===== src/rtl/agu_sched.sv =====
// agu_sched: arbiter and sequencer for the address generation unit's two
// pointer registers (data pointer DC, code pointer CC).
//
// Two requesters share the unit: requester 0 is instruction fetch and
// requester 1 is load/store. A granted command becomes a short sequence of
// one-hot register strobes. 16-bit byte transfers take two cycles, low byte
// then high byte. TURN idle cycles follow every operation.
//
// Ports:
//   clk, rst              rising-edge clock, asynchronous active-high reset
//   r0_req/r0_op          requester 0 request and 3-bit command
//   r0_gnt/r0_done        requester 0 one-cycle grant / completion pulses
//   r1_req/r1_op          requester 1 request and 3-bit command
//   r1_gnt/r1_done        requester 1 one-cycle grant / completion pulses
//   dwe                   load DC from the address bus
//   drl, drh              drive DC[7:0] / DC[15:8] onto the data bus
//   cre                   drive CC onto the data bus
//   cwl, cwh              write CC[7:0] / CC[15:8] from the data bus
//   busy                  sequencer is not idle
//   owner                 requester currently or most recently granted
//   err                   one-cycle pulse when the granted op is illegal
//
// Every output is a flop. The next-cycle output values are computed
// together with the next state and registered in the same edge.
module agu_sched #(
  parameter int TURN       = 1,
  parameter bit FIXED_PRIO = 1'b0
) (
  input  logic       clk,
  input  logic       rst,
  input  logic       r0_req,
  input  logic [2:0] r0_op,
  output logic       r0_gnt,
  output logic       r0_done,
  input  logic       r1_req,
  input  logic [2:0] r1_op,
  output logic       r1_gnt,
  output logic       r1_done,
  output logic       dwe,
  output logic       drl,
  output logic       drh,
  output logic       cre,
  output logic       cwl,
  output logic       cwh,
  output logic       busy,
  output logic       owner,
  output logic       err
);

  typedef enum logic [1:0] {
    IDLE = 2'd0,
    S1   = 2'd1,
    S2   = 2'd2,
    GAP  = 2'd3
  } state_t;

  // The gap counter is loaded with TURN-1 and counts down to zero.
  localparam int         TURN_M1  = (TURN > 0) ? (TURN - 1) : 0;
  localparam logic [1:0] GAP_INIT = 2'(TURN_M1);

  // Strobe vector layout: {dwe, drl, drh, cre, cwl, cwh}
  function automatic logic [5:0] first_strobe(input logic [2:0] op);
    case (op)
      3'd1:    first_strobe = 6'b100000;
      3'd2:    first_strobe = 6'b000100;
      3'd3:    first_strobe = 6'b010000;
      3'd4:    first_strobe = 6'b000010;
      3'd5:    first_strobe = 6'b000010;
      3'd6:    first_strobe = 6'b000001;
      default: first_strobe = 6'b000000;
    endcase
  endfunction

  function automatic logic [5:0] second_strobe(input logic [2:0] op);
    case (op)
      3'd3:    second_strobe = 6'b001000;
      3'd4:    second_strobe = 6'b000001;
      default: second_strobe = 6'b000000;
    endcase
  endfunction

  function automatic logic two_cycle(input logic [2:0] op);
    two_cycle = (op == 3'd3) || (op == 3'd4);
  endfunction

  function automatic logic illegal_op(input logic [2:0] op);
    illegal_op = (op == 3'd0) || (op == 3'd7);
  endfunction

  state_t     state_r, state_s;
  logic [2:0] op_r, op_s;
  logic [1:0] cnt_r, cnt_s;
  logic       last_r, last_s;
  logic       owner_r, owner_s;
  logic [5:0] strb_r, strb_s;
  logic [1:0] gnt_r, gnt_s;
  logic [1:0] done_r, done_s;
  logic       err_r, err_s;
  logic       busy_r, busy_s;
  logic       win_s;
  logic [2:0] win_op_s;

  // State, latched command and registered outputs.
  always_ff @(posedge clk or posedge rst) begin
    if (rst) begin
      state_r <= IDLE;
      op_r    <= 3'd0;
      cnt_r   <= 2'd0;
      last_r  <= 1'b1;   // requester 0 wins the first tie
      owner_r <= 1'b0;
      strb_r  <= 6'd0;
      gnt_r   <= 2'd0;
      done_r  <= 2'd0;
      err_r   <= 1'b0;
      busy_r  <= 1'b0;
    end else begin
      state_r <= state_s;
      op_r    <= op_s;
      cnt_r   <= cnt_s;
      last_r  <= last_s;
      owner_r <= owner_s;
      strb_r  <= strb_s;
      gnt_r   <= gnt_s;
      done_r  <= done_s;
      err_r   <= err_s;
      busy_r  <= busy_s;
    end
  end

  // Arbitration, next state and next-cycle output values.
  always_comb begin
    state_s  = state_r;
    op_s     = op_r;
    cnt_s    = cnt_r;
    last_s   = last_r;
    owner_s  = owner_r;
    strb_s   = 6'd0;
    gnt_s    = 2'd0;
    done_s   = 2'd0;
    err_s    = 1'b0;
    win_s    = 1'b0;
    win_op_s = 3'd0;

    case (state_r)
      IDLE: begin
        if (r0_req || r1_req) begin
          if (r0_req && r1_req) begin
            // Tie: fixed priority favours requester 0, otherwise the
            // requester that did not win last time goes next.
            win_s = FIXED_PRIO ? 1'b0 : ~last_r;
          end else begin
            win_s = r1_req;
          end
          win_op_s       = win_s ? r1_op : r0_op;
          op_s           = win_op_s;
          last_s         = win_s;
          owner_s        = win_s;
          state_s        = S1;
          gnt_s[win_s]   = 1'b1;
          strb_s         = first_strobe(win_op_s);
          if (illegal_op(win_op_s)) begin
            err_s         = 1'b1;
            done_s[win_s] = 1'b1;
          end else if (!two_cycle(win_op_s)) begin
            done_s[win_s] = 1'b1;
          end else begin
            done_s = 2'd0;
          end
        end else begin
          state_s = IDLE;
        end
      end
      S1: begin
        if (two_cycle(op_r)) begin
          state_s         = S2;
          strb_s          = second_strobe(op_r);
          done_s[owner_r] = 1'b1;
        end else if (TURN > 0) begin
          state_s = GAP;
          cnt_s   = GAP_INIT;
        end else begin
          state_s = IDLE;
        end
      end
      S2: begin
        if (TURN > 0) begin
          state_s = GAP;
          cnt_s   = GAP_INIT;
        end else begin
          state_s = IDLE;
        end
      end
      GAP: begin
        if (cnt_r == 2'd0) begin
          state_s = IDLE;
        end else begin
          cnt_s = cnt_r - 2'd1;
        end
      end
      default: begin
        state_s = IDLE;
      end
    endcase

    busy_s = (state_s != IDLE);
  end

  assign dwe     = strb_r[5];
  assign drl     = strb_r[4];
  assign drh     = strb_r[3];
  assign cre     = strb_r[2];
  assign cwl     = strb_r[1];
  assign cwh     = strb_r[0];
  assign r0_gnt  = gnt_r[0];
  assign r1_gnt  = gnt_r[1];
  assign r0_done = done_r[0];
  assign r1_done = done_r[1];
  assign err     = err_r;
  assign busy    = busy_r;
  assign owner   = owner_r;

endmodule


===== config.mk =====
export PLATFORM = sky130hd
export DESIGN_NAME = agu_sched
export DESIGN_NICKNAME = d
export VERILOG_FILES = /design/src/rtl/agu_sched.sv
export SDC_FILE = /design/constraint.sdc
export NUM_CORES = 1
export LEC_CHECK = 0
export BUFFER_PORTS_ARGS = -buffer_cell sky130_fd_sc_hd__buf_4
export CORE_MARGIN = 3
export CORE_UTILIZATION = 45
export CTS_CLUSTER_SIZE = 28
export DETAILED_ROUTE_END_ITERATION = 8
export GPL_TIMING_DRIVEN = 0
export PLACE_DENSITY = 0.69
export SLEW_MARGIN = 40
export SYNTH_ARGS = -nofsm -noshare
export SYNTH_HDL_FRONTEND = slang
export SYNTH_SLANG_ARGS = --single-unit

===== constraint.sdc =====
create_clock -name clk -period 1.8 [get_ports clk]
set_input_delay 0.18 -clock clk [delete_from_list [all_inputs] [get_ports clk]]
set_output_delay 0.18 -clock clk [all_outputs]
set_load 0.02 [all_outputs]

* Word level (Yosys, flattened, before mapping)
Cells that the tools add are included.
Cells by class: $add $sub $neg 1, multipliers 0, divide/modulo/power cells 0, $lt $le $gt $ge 4, equality and inequality tests 14, shifts and indexed selects 0, mux-type cells 30, bitwise gates (word level) 1, reduce and logical (&&, ||, !) cells 15
Operator list (count):
- case mux 6 bit (5 select lines) | 1
- 2-to-1 mux 2 bit | 9
- == test 3 bit, second input constant | 5
- case mux 6 bit (2 select lines) | 1
- 2-to-1 mux 1 bit | 10
- == test 3 x 2 -> 1 bit, second input constant | 3
- case mux 2 bit (4 select lines) | 1
- case mux 4 bit (2 select lines) | 1
- 2-to-1 mux 6 bit | 1
- case mux 2 bit (3 select lines) | 1
- == test 2 bit, second input constant | 2
- zero test 2 bit | 2
- logical OR 1 bit | 4
- less-than comparator 1 x 2 -> 1 bit, second input constant | 2
- 2-to-1 mux 4 bit | 1
- != test 2 bit, second input constant | 2
- case mux 2 bit (2 select lines) | 1
- == test 3 x 1 -> 1 bit, second input constant | 1
- logical AND 1 bit | 3
- zero test 3 bit | 1
- 2-to-1 mux 3 bit | 1
- AND reduction 3 bit | 1
- nonzero test 3 bit | 1
- demux 1 bit (select 1 bit) | 2
- 7 further kinds | 8
Storage, ports and cells: register bits after elaboration 21, bits in latches 0, bits in writable memories 0, ROM bits 0, input port bits 10, output and inout port bits 13, word-level logic and storage cells 75, memories kept 0

* Longest topological paths before layout
word-level depth 12, gate-level depth with buffers 5, mapped depth without buffers 5

* Worst setup path after synthesis
No wires, ideal clock.
path type register -> register, from reg last_r, to reg op_r[1], library setup time 0.125 ns, arrival 1.229 ns, required time 1.675 ns, path slack 0.446 ns, stages on the path, launching flop included 4, path buffers 0, period minus slack after synthesis 1.354 ns, cell sequence dfstp_2 a21boi_4 mux2_2 mux2_2
Between the ends: longest elaborated chain between the ends 5
RTL lines:
- from (decl) | RTL line 93 | logic last_r, last_s;
- from (signal assigned) | RTL line 120 | last_r <= last_s;
- NOT 1 bit | RTL line 150 | win_s = FIXED_PRIO ? 1'b0 : ~last_r;
- 2-to-1 mux 1 bit | RTL line 147 | if (r0_req && r1_req) begin
- 2-to-1 mux 1 bit | RTL line 146 | if (r0_req || r1_req) begin
- 2-to-1 mux 1 bit | RTL line 144 | case (state_r)
- 2-to-1 mux 3 bit | RTL line 154 | win_op_s = win_s ? r1_op : r0_op;
- to (signal assigned) | RTL line 118 | op_r <= op_s;
- to (decl) | RTL line 91 | logic [2:0] op_r, op_s;
Every way passes these cells. The select of a mux whose other input is x is not followed. A chain may end at the register's enable or synchronous reset.

* Worst setup path in the final report
from reg last_r, to reg strb_r[5]
Between the ends: longest elaborated chain between the ends 10, elaborated cells on any way between the ends 15, those cells by class eq/ne (6); mux (7); bitwise (1); reduce/logical (1)
RTL lines:
- NOT 1 bit (*) | RTL line 150
- 2-to-1 mux 1 bit (*) | RTL line 147
- 2-to-1 mux 1 bit (*) | RTL line 146
- 2-to-1 mux 1 bit (*) | RTL line 144
- 2-to-1 mux 3 bit (*) | RTL line 154
- == test 3 bit | RTL line 63 | case (op)
- OR reduction 2 bit (no line)
- case mux 6 bit (5 select lines) (*) | RTL line 63
- 2-to-1 mux 6 bit (*) | RTL line 146
- case mux 6 bit (2 select lines) (*) | RTL line 144
- named net strb_s[5] | RTL line 95 | logic [5:0] strb_r, strb_s;
- to (signal assigned) | RTL line 122 | strb_r <= strb_s;
- to (decl) | RTL line 95
Mark *: on every way through the listed nets, which the timed path passes. The rest lies on a longest branch. The select of a mux whose other input is x is not followed.

==> results <==
- Global routing consumed, over all layers together, 16.15% of the routing resources.
- The data arrival time of the critical path is 1.66 ns.
- The internal portion of the total power is 995.8 uW.
- The sort of element at the end of the critical path is a register.
- In this run, distinct cell masters in the synthesized netlist total 30.
- The number of warnings printed during yosys synthesis is 0.
- For the worst setup path, the data required time is 1.99 ns.
- The initialized floorplan defines 16 standard-cell rows.
- The core region is 2022 um^2.
- The number of filler instances in the final layout is 179.
- The count of final max-slew check failures is 0.
- The biggest cell delay along the critical path is 0.40 ns.
- Registers are responsible for 44.5% of the overall power.
- Counting every sink on the clock net gives 21.
- TritonCTS built the clock tree.
- The post-synthesis instance area is around 1000 um^2.
- The fraction of layout instances using a drive strength above 1 is 32.17%.
- The cell count after synthesis is 88.
- The startpoint of the worst setup timing path is last_r.
- The number of levels the H-tree was split into is 1.
- Summing internal, switching and leakage power gives 1565 uW.
- At the end of routability-driven placement, the weighted congestion stood at 0.8064.
- The total power divided by cell area is 1268 nW/um^2.
- The overall die area is 2820 um^2.
- The count of TritonRoute iterations in the first routing pass is 5.
- The area growth from synthesis to final layout is 23.56%.
- Clock-pin slew was measured on the worst setup and hold paths at 0.11 ns.
- The sequential area share after synthesis is 52.76%.
- In this run, post-CTS repair resized a total of 0 instances.
- The latest clock arrival within the worst-skew pair is 0.30 ns.
- The number of register bits inferred by synthesis is 21.
- After detailed routing, the average wire length per cell comes to 13.74 um.
- In this run the remaining antenna-violating nets after routing total 0.
- Combinational logic is responsible for 41.5% of the overall power.
- The flow ran to the end, and the final reports show no timing, DRC or antenna violations.
- On the critical path, the stage with the largest delay is an instance of dfstp_2.
- The most frequently used flop master after synthesis is dfrtp_1.
- The leakage power of the design is around 0.00059 uW.
- The floorplan step set the die height to 53.11 um.
- The sum of overflow across all layers after global routing is 0.
- Setup slack on the worst reg-to-reg path comes out at 0.33 ns.
- Across the routed clock network, the largest skew measured is 0.007711 ns.
- Summed over all layers, the routed wires come to slightly below 2 mm.
- The number of max-cap violations is 0.
- The final layout contains between 100 and 150 nets.
- The worst hold path belongs to the class input port to register.
- In this run the horizontal extent of the chip is 53.11 um.
- The final setup violation count is 0.
- The count of buffers inserted at the top-level ports is 22.
- The worst setup path is launched from a register.
- The storage element area is 526.8 um^2.
- The remaining routing DRC violations is 0.
- Together, buffers and inverters on the worst path number 0.
- The number of clock buffers added by TritonCTS is 3.
- The synthesized design contains 0 enable-type register cells.
- The I/O pin total is 23.
- The startpoint identified for the worst hold timing path is r0_req.
- The ratio of routed vias to standard cells is 5.338.
- The number of global-route vias before repair was 743.
- The root buffer cell is clkbuf_4.
- The share of total power dissipated in the clock network is between 10% and 20%.
- The initial antenna violation count is 0.
- Setup repair after global routing left no endpoint under its margin.
- The largest driver fanout on the critical path is 9.
- The worst-case vdd ir drop is 0.0005252 V.
- The final cycle utilization of the critical path is 81.62%.
- The switching share of total power is 36.36%.
- The synthesized netlist net count is 99.
- The first global-routing pass estimated between 3 and 4 mm of wire.
- The HPWL reported at the end of detailed placement is 1.480 mm.
- The worst register-to-register path begins at last_r.
- The final total negative setup slack is 0 ns.
- The detailed router placed 758 vias in this run.
- The net switching power of the design is 569.0 uW.
- Traced cell by cell, the critical path runs through a21boi_4 -> mux2_2 -> nor4_1.
- The worst path needs 1.469 ns of the cycle, external delays included.
- The total count of hold-check failures in the final report is 0.
- On the critical path the largest part of the delay comes from flip-flops.
- After synthesis, the share of flip-flops with an asynchronous set or reset is 100.0%.
- The number of violations reported at the end of detailed-routing iteration 0 is 1.
- The repair_antennas step left the layout with diodes totalling 0.
- The number of buffers on the longest clock path is 2.
- The timing-limited maximum frequency is 0.6806 GHz.
- At the pin with the least slew margin, the transition time is 0.7188 ns.
- The largest net degree at the start of global routing is 22.
- The initial cell density of the core is 49.38%.
- The class of the most critical setup path is register to register.
- Measured against its own limit, the worst slew margin works out to between 50% and 60%.
- The area occupied by multi-input gates is 430.4 um^2.
- The mean area per synthesized cell is 11.35 um^2.
==> cell families (layout without fill, tap and decap cells) <==
family / count (synthesis) / count (layout) / synth area share, %
AO/OA/AOI/OAI: 15 / 15 / 11.53
XOR/XNOR: 1 / 1 / 0.8774
adder cells (fa/ha/maj): 1 / 1 / 1.253
buffers and inverters: 8 / 35 / 4.135
flip-flops: 21 / 21 / 52.76
multiplexers: 9 / 9 / 9.900
AND/OR/NAND/NOR: 33 / 33 / 19.55
==> stage by stage <==
step / utilization (%) / cells / hold slack [ns] / setup slack, ns / area (um^2)
finish: 61.01 / 142 / 0.1798 / 0.3308 / 1234
global route: 61.01 / 142 / 0.1730 / 0.2003 / 1234
CTS: 60.52 / 141 / 0.02214 / 0.3395 / 1224
detailed placement: 59.22 / 137 / 0.3656 / 0.3661 / 1197
global placement: 59.22 / 137 / 0.3550 / 0.3823 / 1197
floorplan: - / 88 / 0.1558 / 0.4461 / 998.5
==> cell usage in the layout, fill, tap and decap left out, types with 2 or more instances in the layout <==
cell type,instances
a21o_1,2
a21oi_1,4
a32o_1,2
and3_1,4
buf_4,23
clkbuf_4,3
dfrtp_1,20
inv_1,5
mux2_2,7
mux2i_1,2
nand2_1,3
nand3_1,2
nand3b_1,3
nor2_1,2
nor2b_1,4
nor3_1,6
nor3b_1,3
o21ai_0,2
o32ai_1,3
==> cells in the mapped netlist, types with 2 or more instances <==
master    number  area (um^2)
nand2_1        3        11.26
nor2_1         2        7.510
and3_1         4        25.02
a21oi_1        4        20.02
a21o_1         2        15.01
nor3_1         6        30.03
nor3b_1        3        22.52
nand3b_1       3        22.52
nand3_1        2        10.01
inv_1          6        22.52
o32ai_1        3        26.28
mux2_2         7        78.83
mux2i_1        2        20.02
dfrtp_1       20        500.5
o21ai_0        2        10.01
nor2b_1        4        25.02
a32o_1         2        20.02
==> power groups by stage <==
stage	Combinational, uW	Clock, uW	Sequential [uW]
3_5_place_dp	646	0	706
2_1_floorplan	365	0	773
3_3_place_gp	632	0	700
4_1_cts	649	232	695
6_report	649	220	696
5_1_grt	726	242	711
==> sequential cells by signal (all words and copies together), names as in the netlist <==
signal   flops
err          1
state_r      2
op_r         3
last_r       1
gnt_r        2
strb_r       6
busy         1
done_r       2
cnt_r        2
owner        1
==> final timing paths <==
check / endpoint / cells past startpoint
worst max-delay path: strb_r[5] / 3
worst min-delay path: gnt_r[0] / 2
worst max register to register: strb_r[5] / 3
worst min register to register: op_r[0] / 1
max in group asynchronous: last_r / 3
min in group asynchronous: gnt_r[0] / 3
==> routing by layer <==
layer | global-route usage [%] | part of all wire [%] | up-vias
met1 | 20.11 | 45 | 365
met4 | 7.660 | 1.9 | 0
met3 | 3.099 | 4.8 | 6
met5 | 0 | 0 | -
li1 | - | - | 369
met2 | 26.65 | 48 | 18
==> layout make-up <==
type,count,area share (%)
clock buffers,4,2.130
flip-flops and latches,21,42.70
inverters,6,1.826
plain buffers,2,1.521
repair buffers,23,14.20
multi-input cells,59,34.89
well taps,27,2.738
==> repair_timing <==
action	in CTS	in global routing
hold buffers	0	1
buffers inserted	0	0
endpoints found under the hold margin	0	20
setup endpoints to repair	0	0
No activity file was read; power rests on OpenSTA's default activity.
